==> src/rtl/aexm_pkg.sv <==
// Shared constants and fetch-state encoding for the AEXM instruction fetch path.
package aexm_pkg;

  // Word presented to decode when no fetched instruction is available.
  localparam logic [31:0] AEXM_NOP = 32'h8000_0000;

  typedef enum logic [1:0] {
    ST_IDLE    = 2'd0,
    ST_REQ     = 2'd1,
    ST_DISCARD = 2'd2
  } fetch_state_t;

  // Next sequential word address; wraps naturally at the top of the space.
  function automatic logic [29:0] next_word(input logic [29:0] adr);
    return adr + 30'd1;
  endfunction

endpackage

==> src/rtl/aexm_ififo.sv <==
// Fetch queue: DEPTH entries of {pc, instruction}. Flush beats push and pop.
module aexm_ififo #(
  parameter int DEPTH = 4,
  parameter int AW    = $clog2(DEPTH)
) (
  input  logic          gclk,
  input  logic          grst,
  input  logic          i_push,
  input  logic          i_pop,
  input  logic          i_flush,
  input  logic [63:0]   i_data,
  output logic [63:0]   o_head,
  output logic [AW:0]   o_count,
  output logic          o_empty
);

  logic [63:0]   r_mem [DEPTH];
  logic [AW-1:0] r_rd;
  logic [AW-1:0] r_wr;
  logic [AW:0]   r_count;
  logic          w_wr_en;

  assign w_wr_en = i_push && !i_flush && !grst;

  // Storage is not reset; only the pointers define what is valid.
  always_ff @(posedge gclk) begin
    if (w_wr_en) r_mem[r_wr] <= i_data;
  end

  // Pointer and occupancy tracking; flush empties the queue in one cycle.
  always_ff @(posedge gclk) begin
    if (grst || i_flush) begin
      r_rd    <= '0;
      r_wr    <= '0;
      r_count <= '0;
    end else begin
      if (i_push) r_wr <= r_wr + AW'(1);
      if (i_pop)  r_rd <= r_rd + AW'(1);
      case ({i_push, i_pop})
        2'b10:   r_count <= r_count + (AW+1)'(1);
        2'b01:   r_count <= r_count - (AW+1)'(1);
        default: r_count <= r_count;
      endcase
    end
  end

  assign o_head  = r_mem[r_rd];
  assign o_count = r_count;
  assign o_empty = (r_count == '0);

endmodule

==> src/rtl/aexm_ifetch.sv <==
// Instruction fetch front end: owns the fetch PC, issues Wishbone classic
// word reads, queues returned words and presents the head word to decode.
//
// state   | meaning
// IDLE    | no bus cycle; waiting for a free queue credit
// REQ     | strobe high at the fetch PC; ack pushes the word
// DISCARD | strobe held on a stale address after a redirect; ack is dropped
module aexm_ifetch
  import aexm_pkg::*;
#(
  parameter int          DEPTH    = 4,
  parameter logic [31:0] RESET_PC = 32'h0
) (
  input  logic        gclk,
  input  logic        grst,
  input  logic        d_en,
  input  logic        rBRA,
  input  logic [31:0] rBRA_ADR,
  output logic [29:0] iwb_adr_o,
  output logic        iwb_stb_o,
  input  logic        iwb_ack_i,
  input  logic [31:0] iwb_dat_i,
  output logic [31:0] aexm_icache_datai,
  output logic [31:0] rIPC,
  output logic        fEMPTY
);

  localparam int AW = $clog2(DEPTH);
  localparam int CW = AW + 2;

  fetch_state_t r_state, w_state_nxt;
  logic [29:0]  r_pc, w_pc_nxt;
  logic [29:0]  r_stale, w_stale_nxt;
  logic [31:0]  r_ipc_hold;

  logic [63:0]  w_head;
  logic [AW:0]  w_count;
  logic         w_empty;
  logic         w_outstanding;
  logic         w_credit;
  logic         w_room_after;
  logic         w_push;
  logic         w_pop;
  logic [31:0]  w_bra_pc;

  assign w_bra_pc      = rBRA_ADR & 32'hFFFF_FFFC;
  assign w_outstanding = (r_state != ST_IDLE);
  assign w_push        = (r_state == ST_REQ) && iwb_ack_i && !rBRA;
  assign w_pop         = d_en && !w_empty && !rBRA;

  // Credits count the outstanding request as already occupying a slot,
  // so an ack can never arrive at a full queue.
  assign w_credit     = (CW'(w_count) + CW'(w_outstanding)) < CW'(DEPTH);
  assign w_room_after = (CW'(w_count) + CW'(w_push) - CW'(w_pop)) < CW'(DEPTH);

  aexm_ififo #(.DEPTH(DEPTH)) u_ififo (
    .gclk    (gclk),
    .grst    (grst),
    .i_push  (w_push),
    .i_pop   (w_pop),
    .i_flush (rBRA),
    .i_data  ({r_pc, 2'b00, iwb_dat_i}),
    .o_head  (w_head),
    .o_count (w_count),
    .o_empty (w_empty)
  );

  // State, fetch PC, stale bus address and empty-queue PC registers.
  always_ff @(posedge gclk) begin
    if (grst) begin
      r_state    <= ST_IDLE;
      r_pc       <= RESET_PC[31:2];
      r_stale    <= RESET_PC[31:2];
      r_ipc_hold <= {RESET_PC[31:2], 2'b00};
    end else begin
      r_state <= w_state_nxt;
      r_pc    <= w_pc_nxt;
      r_stale <= w_stale_nxt;
      if (rBRA)       r_ipc_hold <= w_bra_pc;
      else if (w_pop) r_ipc_hold <= w_head[63:32] + 32'd4;
    end
  end

  // Next-state, fetch PC update and bus/decode outputs.
  always_comb begin
    w_state_nxt = r_state;
    w_pc_nxt    = r_pc;
    w_stale_nxt = r_stale;

    case (r_state)
      ST_IDLE: begin
        if (rBRA) begin
          w_pc_nxt    = w_bra_pc[31:2];
          w_state_nxt = ST_REQ;
        end else if (w_credit) begin
          w_state_nxt = ST_REQ;
        end
      end
      ST_REQ: begin
        if (rBRA) begin
          w_pc_nxt = w_bra_pc[31:2];
          // Without an ack the bus cycle must finish on the old address.
          if (!iwb_ack_i) begin
            w_stale_nxt = r_pc;
            w_state_nxt = ST_DISCARD;
          end
        end else if (iwb_ack_i) begin
          w_pc_nxt    = next_word(r_pc);
          w_state_nxt = w_room_after ? ST_REQ : ST_IDLE;
        end
      end
      ST_DISCARD: begin
        if (rBRA) w_pc_nxt = w_bra_pc[31:2];
        if (iwb_ack_i) w_state_nxt = ST_REQ;
      end
      default: w_state_nxt = ST_IDLE;
    endcase

    iwb_stb_o         = w_outstanding;
    iwb_adr_o         = (r_state == ST_DISCARD) ? r_stale : r_pc;
    fEMPTY            = w_empty;
    aexm_icache_datai = w_empty ? AEXM_NOP : w_head[31:0];
    rIPC              = w_empty ? r_ipc_hold : w_head[63:32];
  end

endmodule

==> config.mk <==
export PLATFORM = sky130hd
export DESIGN_NAME = aexm_ifetch
export DESIGN_NICKNAME = d
export VERILOG_FILES = /design/src/rtl/aexm_pkg.sv /design/src/rtl/aexm_ififo.sv /design/src/rtl/aexm_ifetch.sv
export SDC_FILE = /design/constraint.sdc
export NUM_CORES = 1
export LEC_CHECK = 0
export CAP_MARGIN = 10
export CELL_PAD_IN_SITES_DETAIL_PLACEMENT = 1
export CELL_PAD_IN_SITES_GLOBAL_PLACEMENT = 1
export CORE_UTILIZATION = 25
export CTS_BUF_LIST = sky130_fd_sc_hd__clkbuf_8
export CTS_CLUSTER_SIZE = 28
export DETAILED_ROUTE_END_ITERATION = 10
export HOLD_SLACK_MARGIN = 0.02
export PLACE_DENSITY_LB_ADDON = 0.1
export SYNTH_ARGS = -nofsm -noshare
export SYNTH_HDL_FRONTEND = slang
export SYNTH_HIERARCHICAL = 1
export SYNTH_SLANG_ARGS = --single-unit
==> constraint.sdc <==
create_clock -name gclk -period 4.4 [get_ports gclk]
set_input_delay 0.88 -clock gclk [delete_from_list [all_inputs] [get_ports gclk]]
set_output_delay 0.88 -clock gclk [all_outputs]
set_load 0.02 [all_outputs]
# After elaboration in Yosys (flattened, before gate mapping)
# Memories as Yosys holds them, arrays and structs flattened. A register that Yosys moved wholly into a read port is not among the register bits.
# Cells that the tools add are included.
totals:
  ramBits: 248
  mem_bits_ro: 0
  latch_bits: 0
  regBits: 101
  out_inout_bits: 96
  n_memories: 1
  in_bits: 69
mem_list:
  columns: ["name", "depth", "word_bits", "read_ports", "rd_ports_with_merged_regs", "wr", "line_no", "rtl"]
  rows:
  - ["u_ififo.r_mem", 4, 62, 1, 1, 1, "aexm_ififo.sv:17", "logic [63:0] r_mem [DEPTH];"]
classes:
  n_mux: 22
  div_mod_pow: 0
  reduce_logical: 21
  n_eq_ne: 9
  add_sub_neg: 9
  n_bitwise: 1
  n_shift: 0
  n_mul: 0
  n_lt_le_gt_ge: 2
op_table:
  columns: ["operator", "count"]
  rows:
  - ["$mux W32", 4]
  - ["$mux W30", 4]
  - ["$pmux W30 S2", 1]
  - ["$add A32 B3 Y32 const B", 1]
  - ["$add A30 B1 Y30 const B", 1]
  - ["$mux W2", 8]
  - ["$ne A3 B3 Y1 const B", 3]
  - ["$add A3 B1 Y4", 2]
  - ["$lt A4 B3 Y1 const B", 2]
  - ["$reduce_bool A2 Y1", 4]
  - ["$logic_and A1 B1 Y1", 6]
  - ["$pmux W2 S3", 1]
  - ["$pmux W3 S2", 1]
  - ["$reduce_and A3 Y1", 2]
  - ["$add A2 B1 Y2 const B", 2]
  - ["$eq A2 B1 Y1 const B", 2]
  - ["$eq A2 B2 Y1 const B", 2]
  - ["$reduce_and A4 Y1", 1]
  - ["$reduce_or A2 Y1", 2]
  - ["$sub A4 B1 Y4", 1]
  - ["$add A3 B1 Y3 const B", 1]
  - ["$logic_not A1 Y1", 3]
  - ["$logic_not A3 Y1", 1]
  - ["$mux W1", 3]
  - ["6 further kinds", 6]

# Logic depth before layout (Yosys ltp)
logic_depth:
  depth_word: 10
  ltp_mapped: 11
  depth_no_buf: 10

# Hierarchy
# The synthesis kept the hierarchy.
by_module_without_submodules:
  columns: ["module", "cells_per_inst", "instances", "area_each_um2", "seq_area_each_um2"]
  rows:
  - ["aexm_ififo", 382, 1, 9748.1, 7867.5]
  - ["aexm_ifetch", 785, 1, 6150.9, 1881.8]

# Worst setup path before layout
# OpenSTA, ideal clock, no wires.
synth_path:
  path_type: "input -> register"
  from: "in rBRA"
  to: "mem u_ififo/r_mem[0][0] (netlist name) (enable)"
  t_required_ps: 3971
  setup_ps: 429
  arrival_time_ps: 3185
  setup_slack_ps: 786
  stages: 5
  path_cell_list: "clkbuf_1 nand4bb_1 clkbuf_1 inv_1 and3_1"
synth_between:
  elab_chain_len: 6
synth_rtl:
  columns: ["item", "line_no", "rtl"]
  rows:
  - ["from (decl)", "aexm_ifetch.sv:17", "input logic rBRA,"]
  - ["$logic_not A1 Y1", "aexm_ifetch.sv:48", "assign w_push = (r_state == ST_REQ) && iwb_ack_i && !rBRA;"]
  - ["$logic_and A1 B1 Y1", "aexm_ifetch.sv:48", null]
  - ["net w_push", "aexm_ifetch.sv:42", "logic w_push;"]
  - ["$logic_and A1 B1 Y1 (2 in series)", "aexm_ififo.sv:23", "assign w_wr_en = i_push && !i_flush && !grst;"]
  - ["$mux W1", "aexm_ififo.sv:27", "if (w_wr_en) r_mem[r_wr] <= i_data;"]
  - ["$mux W1 (not written as such)", "aexm_ififo.sv:27", null]
  - ["to (decl)", "aexm_ififo.sv:17", null]
# The timed path passes the listed nets, and every way through them passes these cells.

==> results.tsv <==
stage	metric	value	unit
floorplan	DIE AREA	64600	um^2
clock_tree	clk root buf	clkbuf_8	
critical_path	CP Data Required Time	3.52	ns
yosys	post-synth top area cell	edfxtp_1	
yosys	Yosys reg bits	359	
layout	Antenna Cells	0	
drt	Via density	4.62	
floorplan	starting density of the core	25.3	%
layout	Area growth syn-to-layout	25.0	%
critical_path	CP Launch Type	flip-flop	
critical_path	WS Path Type	reg -> out	
power_and_ir_drop	Peak VDD IR	0.000142	V
place	IO Port Bufs	162	
global_route	vias in the first global route	11465	
layout	Core Util, Final	31.6	%
clock_tree	cts repair resizes	0	
timing	final setup vio count	0	
place	dpl cell area	18600	um^2
power_and_ir_drop	clock power share	40.6	%
timing	fmax	0.254	GHz
place	routability congestion estimate	0.731	
global_route	initial antenna violation count	0	
yosys	Syn Area/Cell	13.6	um^2
global_route	first-pass GRT wire length	72800	um
floorplan	row count	92	
drt	DR DRC count	0	
floorplan	Die W	254	um
yosys	Synth area leaders	edfxtp_1, dfxtp_1, mux4_2	
clock_tree	CTS tree	done	
power_and_ir_drop	Seq pwr share	50.9	%
timing	RSZ-0062 raised after global routing	false	
job	Max Cap Violations	0	
worst_hold_path	HP Start	r_stale[25]	
place	dpl ws	1.03	ns
power_and_ir_drop	Leak	0.00656	uW
yosys	synthesized area	15900	um^2
critical_path	Worst Path Arrival	3.05	ns
power_and_ir_drop	Switching Share	25.3	%
drt	vias	10488	
timing	Period minus WS final	3.93	ns
layout	post-route cell area	19900	um^2
yosys	cell count after synthesis	1167	
floorplan	I/O pin count	165	
yosys	synth warn	6	
clock_tree	clk sinks	359	
power_and_ir_drop	Power Dens Cells	375	nW/um^2
power_and_ir_drop	internal power	5570	uW
global_route	gr ovfl total	0	
timing	final clock skew	0.0245	ns
clock_tree	H-tree levels	3	
clock_tree	Worst-path clk slew	0.06	ns
power_and_ir_drop	Comb pwr share	8.5	%
clock_tree	worst skew pair latency	0.61	ns
global_route	Overall Global Routing Usage	15.3	%
yosys	Post-synth EDFFs	256	
yosys	synth unique cells	74	
drt	drt total wl	48800	um
floorplan	Core Region	63000	um^2
global_route	largest net degree at the start of global routing	70	
yosys	Seq/Total Area, Yosys	61.3	%
timing	Final Hold Fails	0	
run_status	status	finished, final reports clean	
yosys	top cell type's share of synthesized area	48.4	%
drt	Starting DRT DRC Count	546	
clock_tree	CTS max path bufs	3	
timing	Slew HR	22.7	%
drt	wire per inst	21.5	um
clock_tree	Num CTS Buffers	70	
timing	Final period util	89.4	%
clock_tree	hold buffer count at cts	0	
drt	drt pass-1 iters	4	
drt	post-detailed-route count of antenna-violating nets	0	
worst_hold_path	path type of the worst min-delay path	reg -> reg	
yosys	Async SR Flop Fraction	0	%
floorplan	chip height	254	um
critical_path	Worst Path Max Fanout	21	
power_and_ir_drop	sw power	1880	uW
layout	share of cells above drive strength 1	19.3	%
timing	Final Slew Violations	0	
clock_tree	Post-CTS Repair Setup Buffers	0	
timing	measured slew at the worst slew-check pin	1.16	ns
timing	setup TNS	0	ns
layout	nets@finish	1451	
critical_path	crit path capture type	output port	
place	DPL Wire Length	31500	um
yosys	main flop type after synthesis	edfxtp_1	
timing	Final WS setup	0.466	ns
## cell families after synthesis
family | synth area share (%)
DFF | 61.3
other | 0.0236
muxes | 13.9
xor gates and xnor gates | 1.65
and+or+nand+nor | 12.0
AOI/OAI and AO/OA | 7.01
buffers and inverters | 3.12
adders and majority gates | 0.913
## routing by layer
layer	GRT usage (%)	vias to the layer above	routed length, um
li1	-	4851	-
met1	20.1	5363	22400
met2	25.1	206	23400
met3	2.92	68	1990
met4	5.04	0	950
met5	0	-	0
## cells in the final DEF (no fill, tap or decap), drive strengths merged, types with 4 or more instances in the layout
cell / count
nor2: 54
nor4: 6
conb: 8
nand2b: 4
edfxtp: 256
buf: 40
dfxtp: 103
nor3: 10
clkinv: 19
a31oi: 8
a211oi: 8
xor2: 24
o21ai: 29
nand2: 128
clkdlybuf4s50: 160
mux4: 64
and4: 8
nand3: 32
nor2b: 35
or2: 4
o22ai: 19
a32oi: 5
mux2: 63
and2: 9
ha: 10
clkbuf: 77
or3: 8
nand4: 20
o31ai: 4
a21oi: 84
mux2i: 5
inv: 45
and3: 32
xnor2: 6
## state kept, by name (all words and copies together) (netlist names), named ones only
| signal | flops |
|---|---|
| r_ipc_hold | 32 |
| r_stale | 30 |
| u_ififo/r_wr | 2 |
| u_ififo/o_count | 3 |
| u_ififo/r_rd | 2 |
| r_state | 2 |
| r_pc | 30 |
| u_ififo/r_mem | 256 |
## through the flow
step / instances / hold slack [ns] / power, uW
2_1_floorplan: 1174 / 0.432 / 4160
3_3_place_gp: 2145 / 0.440 / 4500
3_5_place_dp: 2145 / 0.448 / 4510
4_1_cts: 2272 / 0.456 / 7630
5_1_grt: 2272 / 0.479 / 7820
6_report: 2272 / 0.454 / 7450
## cell type report
class,count,area (um^2)
Multi-Input combinational cell,724,5710
Tap cell,846,1060
Clock buffer,77,1060
Fill cell,6767,43100
Inverter,16,60.1
Sequential cell,359,9750
Clock inverter,50,205
Timing Repair Buffer,200,2020
## critical path, stage by stage (launching register included)
cell and delay (ns):
dfxtp_2 0.67, buf_4 0.43, mux4_2 0.44, mux2_2 0.30
clkdlybuf4s50_1 0.59
## worst paths after layout
check / end / slack [ns] / cells after the start
worst max register to register: r_ipc_hold[24] / 1.18 / 8
worst max-delay path: rIPC[16] / 0.47 / 4
worst min-delay path: r_stale[25] / 0.45 / 2
worst min register to register: r_stale[25] / 0.45 / 2
## power groups by stage
stage / Clock, uW / Combinational (uW) / Sequential, uW
after global placement: 0 / 642 / 3860
after floorplan: 0 / 346 / 3810
after detailed placement: 0 / 645 / 3860
after global routing: 3330 / 689 / 3800
after CTS: 3200 / 649 / 3790
final: 3030 / 636 / 3790
## synthesized netlist by cell type, drive strengths merged, types with 3 or more instances
master    n
a211oi    8
nor3     10
and2      9
dfxtp   103
mux2     63
xor2     24
o22ai    19
o31ai     4
a32oi     5
inv      16
a311oi    3
buf      32
edfxtp  256
a31oi     8
xnor2     6
mux4     64
nand4    20
nor2b    35
o21ai    29
a22oi     3
nand3    32
clkbuf   42
nor2     54
and4      8
a21oi    84
ha       10
nand2   128
nand2b    4
nor4      6
and3     32
or2       4
or3       8
mux2i     5
(Power assumes the default switching activity.)
